File: src/rtl/led_scan_scheduler.sv
// Dual 8x8 LED matrix scan controller: double-buffered frames, 16-slot X/Y
// interleaved column scan on a shared row bus, with optional blanking between slots.
module led_scan_scheduler #(
  parameter int DWELL = 16384,
  parameter int BLANK = 64
) (
  input  logic        clk,
  input  logic        reset,
  input  logic        enable,
  input  logic        new_valid,
  input  logic [71:0] new_x,
  input  logic [71:0] new_y,
  output logic [7:0]  row,
  output logic [7:0]  colx,
  output logic [7:0]  coly,
  output logic        frame_start,
  output logic        swap_done,
  output logic        pending
);

  localparam int MAX_CNT = (DWELL > BLANK) ? DWELL : BLANK;
  localparam int TW      = (MAX_CNT < 2) ? 1 : $clog2(MAX_CNT);
  localparam logic [TW-1:0] DWELL_LAST = TW'(DWELL - 1);
  localparam logic [TW-1:0] BLANK_LAST = TW'((BLANK > 0) ? (BLANK - 1) : 0);
  localparam bit HAS_BLANK = (BLANK > 0);

  typedef enum logic [1:0] {
    ST_IDLE  = 2'd0,
    ST_ON    = 2'd1,
    ST_BLANK = 2'd2
  } state_t;

  state_t          state, state_n;
  logic [3:0]      slot, slot_n;
  logic [TW-1:0]   tick, tick_n;
  logic [143:0]    active_buf;
  logic [143:0]    shadow_buf;
  logic            swap;

  // Next-state logic. A swap happens only when the scan wraps from slot 15
  // to slot 0, or while idling, so a displayed frame is never torn.
  always_comb begin
    state_n = state;
    slot_n  = slot;
    tick_n  = tick;
    swap    = 1'b0;
    if (!enable) begin
      state_n = ST_IDLE;
      slot_n  = 4'd0;
      tick_n  = '0;
      swap    = (state == ST_IDLE) && pending;
    end else begin
      case (state)
        ST_IDLE: begin
          state_n = ST_ON;
          slot_n  = 4'd0;
          tick_n  = '0;
          swap    = pending;
        end
        ST_ON: begin
          if (tick == DWELL_LAST) begin
            tick_n = '0;
            if (HAS_BLANK) begin
              state_n = ST_BLANK;
            end else begin
              slot_n = slot + 4'd1;
              swap   = (slot == 4'd15);
            end
          end else begin
            tick_n = tick + TW'(1);
          end
        end
        ST_BLANK: begin
          if (tick == BLANK_LAST) begin
            tick_n  = '0;
            state_n = ST_ON;
            slot_n  = slot + 4'd1;
            swap    = (slot == 4'd15);
          end else begin
            tick_n = tick + TW'(1);
          end
        end
        default: begin
          state_n = ST_IDLE;
          slot_n  = 4'd0;
          tick_n  = '0;
        end
      endcase
    end
  end

  always_ff @(posedge clk) begin
    if (reset) begin
      state      <= ST_IDLE;
      slot       <= 4'd0;
      tick       <= '0;
      active_buf <= '0;
      shadow_buf <= '0;
      pending    <= 1'b0;
      swap_done  <= 1'b0;
    end else begin
      state     <= state_n;
      slot      <= slot_n;
      tick      <= tick_n;
      swap_done <= swap;
      if (swap) begin
        active_buf <= shadow_buf;
      end
      // A strobe coinciding with a swap lands in the shadow after the old
      // shadow has been consumed, so pending stays set.
      if (new_valid) begin
        shadow_buf <= {new_x, new_y};
        pending    <= 1'b1;
      end else if (swap) begin
        pending <= 1'b0;
      end
    end
  end

  logic [71:0] frame_sel;
  logic [2:0]  col_idx;
  logic        panel;
  logic [5:0]  row_base;
  logic [7:0]  col_onehot;

  // Moore output decode straight from the state registers.
  always_comb begin
    panel       = slot[0];
    col_idx     = slot[3:1];
    frame_sel   = panel ? active_buf[71:0] : active_buf[143:72];
    row_base    = {~col_idx, 3'b111};
    col_onehot  = frame_sel[7'd64 + {4'd0, col_idx}] ? (8'd1 << col_idx) : 8'd0;
    row         = 8'd0;
    colx        = 8'd0;
    coly        = 8'd0;
    frame_start = 1'b0;
    if (state == ST_ON) begin
      row         = frame_sel[row_base -: 8];
      frame_start = (slot == 4'd0) && (tick == '0);
      if (panel) begin
        coly = col_onehot;
      end else begin
        colx = col_onehot;
      end
    end
  end

endmodule

File: config.mk
export PLATFORM = sky130hd
export DESIGN_NAME = led_scan_scheduler
export DESIGN_NICKNAME = d
export VERILOG_FILES = /design/src/rtl/led_scan_scheduler.sv
export SDC_FILE = /design/constraint.sdc
export NUM_CORES = 1
export LEC_CHECK = 0
export ABC_AREA = 1
export BUFFER_PORTS_ARGS = -buffer_cell sky130_fd_sc_hd__buf_4
export CAP_MARGIN = 20
export CELL_PAD_IN_SITES_DETAIL_PLACEMENT = 1
export CELL_PAD_IN_SITES_GLOBAL_PLACEMENT = 1
export CORE_MARGIN = 2
export CORE_UTILIZATION = 45
export CTS_CLUSTER_DIAMETER = 80
export CTS_CLUSTER_SIZE = 8
export DETAILED_ROUTE_END_ITERATION = 12
export GPL_TIMING_DRIVEN = 0
export PLACE_DENSITY_LB_ADDON = 0.1
export SYNTH_ARGS = -nofsm -noshare
export SYNTH_HDL_FRONTEND = slang
export SYNTH_SLANG_ARGS = --single-unit
File: constraint.sdc
create_clock -name clk -period 2.5 [get_ports clk]
set_input_delay 0.375 -clock clk [delete_from_list [all_inputs] [get_ports clk]]
set_output_delay 0.375 -clock clk [all_outputs]
set_load 0.1 [all_outputs]
==> flow_summary_export.csv <==
group,metric,value,unit
outcome,status,"finished with violations",
outcome,violations,"negative setup slack",
logic_synthesis,synth_fp_nets,2049,
floorplanning,die-width,179.6,um
grt,track_usage,31.33,%
logic_synthesis,synth_seq_cells,310,
sta,setup_viol,14,
sta,fmax,390.6,MHz
sta,min_period,2.560,ns
layout,area_delta_synth_final,28.24,%
clocking,cts.sinks,310,
layout,layout-drive-gt1-share,22.60,%
place,place_congestion,1.017,
layout,fin_util,58.35,%
floorplanning,core,30510,sq um
logic_synthesis,ys_types,29,
grt,antenna_found_initial,3,
clocking,clk_latency,0.54,ns
worst_setup_path,crit_arrival,2.19,ns
clocking,cts-root-buf,"clkbuf_16",
floorplanning,die_y,179.6,um
place,postPlaceCellArea,15690,sq um
worst_setup_path,reg2reg_slack,0.23,ns
grt,grt_overflow,0,
layout,final_common_cell,"nor2_1",
logic_synthesis,yosysSeqAreaShare,44.71,%
grt,grt_start_max_net_pins,12,
sta,tightest_slew,0.9793,ns
hold_path,min_path_type,"in -> reg",
power,p_per_area,701.6,nW/um^2
clocking,cts_buffer_depth,3,
sta,skew,0.01325,ns
detailed_routing,viasPerCell,5.455,
sta,rsz0062_at_grt,"true",
worst_setup_path,start_kind,"flip-flop",
worst_setup_path,r2r_end,"active_buf[1]",
detailed_routing,dr.pass1.iters,5,
detailed_routing,vias,13768,
flow_run,maxCapViolCount,0,
worst_setup_path,reg2regPathDepth,8,
sta,finalCritPeriodShare,102.4,%
logic_synthesis,netlist_area,13880,sq um
detailed_routing,antenna_left,0,
power,total_power,12.49,mW
layout,antenna_cells,0,
clocking,ctsHoldBuffers,0,
layout,nNetsFinal,2282,
hold_path,min_path_cells,2,
worst_setup_path,path_max_fanout,9,
power,ir_drop,0.4743,mV
power,power.leakage,7.676,nW
clocking,h-tree-depth,2,
floorplanning,num_rows,64,
floorplanning,ios,175,
worst_setup_path,crit_end,"row[0]",
grt,grt_pass1_wl,79.98,mm
worst_setup_path,path_class,"reg -> out",
detailed_routing,drtIter0Drc,772,
floorplanning,start_util,45.50,%
sta,drv_slew,0,
worst_setup_path,worstReg2RegStart,"state[0]",
worst_setup_path,cp-startpoint,"slot[1]",
clocking,cts-buffers-inserted,44,
logic_synthesis,yosysWarnings,0,
detailed_routing,post_drt_wl_per_cell,21.25,um
place,dpl.cell_count,2462,
logic_synthesis,synth.avg_cell_area,7.333,sq um
sta,slew_headroom,34.71,%
worst_setup_path,end_kind,"output pin",
detailed_routing,route.detailed.drc,0,
layout,final_area,17800,sq um
hold_path,worstHoldStart,"reset",
layout,mostFrequentLayoutCells,"nor2_1, dfxtp_1, nand2_1",
sta,worst_slack,-0.06001,ns
layout,stdcell_count,2524,
grt,grt_pass1_vias,14323,
floorplanning,die_area,32270,sq um
sta,whs,0.02392,ns
layout,fill_cells,3780,
clocking,clkTransAtPathRegs,0.06,ns
sta,finalHoldViolations,0,
place,hpwl,37.78,mm
logic_synthesis,synth_cells,1893,
worst_setup_path,worstPathRequired,2.12,ns
place,portBuffers,173,
detailed_routing,wl,53.63,mm
clocking,cts_tree,"yes",
==> worst min path at each step <==
stage	slack, ns	to
after floorplan	0.43	tick[0]
after global placement	0.44	tick[0]
after detailed placement	0.47	tick[0]
after CTS	0.02	pending
after global routing	0.03	pending
final	0.02	pending
==> synth_stat cells <==
master / count / share of area [%]
o21ai_0: 220 / 7.9
dfxtp_1: 310 / 45
nor2_1: 508 / 14
o211ai_1: 16 / 0.87
nand2_1: 220 / 5.9
a21oi_1: 77 / 2.8
o21ai_1: 8 / 0.29
xnor2_1: 2 / 0.13
nor3_1: 4 / 0.14
o21bai_1: 1 / 0.054
xor2_1: 10 / 0.63
nand3_1: 71 / 2.6
nor4_1: 1 / 0.045
nand3_2: 1 / 0.072
inv_1: 68 / 1.8
ha_1: 8 / 0.72
buf_1: 13 / 0.35
o2111ai_1: 1 / 0.063
nand3b_1: 101 / 5.5
a21oi_2: 98 / 6.2
nor2_2: 2 / 0.090
o22ai_1: 7 / 0.32
buf_2: 41 / 1.5
buf_6: 11 / 0.89
buf_4: 2 / 0.11
inv_2: 3 / 0.081
nor3b_1: 1 / 0.054
nand4_1: 5 / 0.23
clkbuf_1: 83 / 2.2
==> critical path: stages (launching register included) <==
cell     delay [ns]
dfxtp_4        0.47
inv_1          0.11
nand2_2        0.26
a21oi_1        0.10
o21ai_0        0.09
nand2_1        0.06
o21ai_1        0.23
nand2_2        0.13
buf_12         0.18
==> metal layers <==
metal / vias up / part of all wire, % / track usage (%)
met5: - / 0.20 / 1.630
met4: 6 / 4.5 / 13.76
met3: 134 / 4.9 / 5.207
met2: 389 / 47 / 51.22
met1: 6603 / 43 / 40.71
li1: 6636 / - / -
==> area by class of cell <==
class | instances | area, sq um | share of cell area, %
Clock buffer | 46 | 1140 | 6.403
Sequential cell | 310 | 6217 | 34.93
Tap cell | 396 | 495.5 | 2.783
Timing Repair Buffer | 188 | 1739 | 9.770
Inverter | 71 | 291.5 | 1.638
Clock inverter | 2 | 17.52 | 0.09840
Multi-Input combinational cell | 1362 | 7093 | 39.85
Buffer | 149 | 807.0 | 4.534
==> through the flow <==
stage / worst slack [ns] / setup TNS (ns)
after global placement: -0.1431 / -0.4671
after detailed placement: -0.2026 / -2.118
after global routing: -0.1698 / -1.748
final: -0.06001 / -0.3395
after CTS: -0.03138 / -0.06783
after floorplan: -0.3123 / -4.991
==> kinds of logic (layout without fill, tap and decap cells) <==
family	count (synthesis)	count (layout)	synth area share, %
AOI/OAI and AO/OA	428	428	18.48
adders and majority gates	8	8	0.7211
and+or+nand+nor	914	914	28.34
xor gates and xnor gates	12	12	0.7572
buffers and inverters	221	456	6.995
DFF	310	310	44.71
==> flip-flops by register name (all words and copies together), names as in the netlist <==
| name | flops |
|---|---|
| active_buf | 144 |
| slot | 4 |
| swap_done | 1 |
| state | 2 |
| tick | 14 |
| pending | 1 |
| shadow_buf | 144 |
==> power breakdown <==
part | leakage (nW) | switching [mW] | internal [mW] | total (mW)
combinational | 4.54 | 0.955 | 0.645 | 1.60
sequential | 2.56 | 0.287 | 5.31 | 5.60
clock | 0.571 | 2.12 | 3.18 | 5.29
==> timing repair <==
| item | 4_1_cts | 5_1_grt |
|---|---|---|
| pin swaps | 12 | 16 |
| endpoints found under the setup margin | 25 | 25 |
| buffers inserted | 8 | 7 |
| resized for setup | 127 | 129 |
Power figures use the tool's default switching activity.
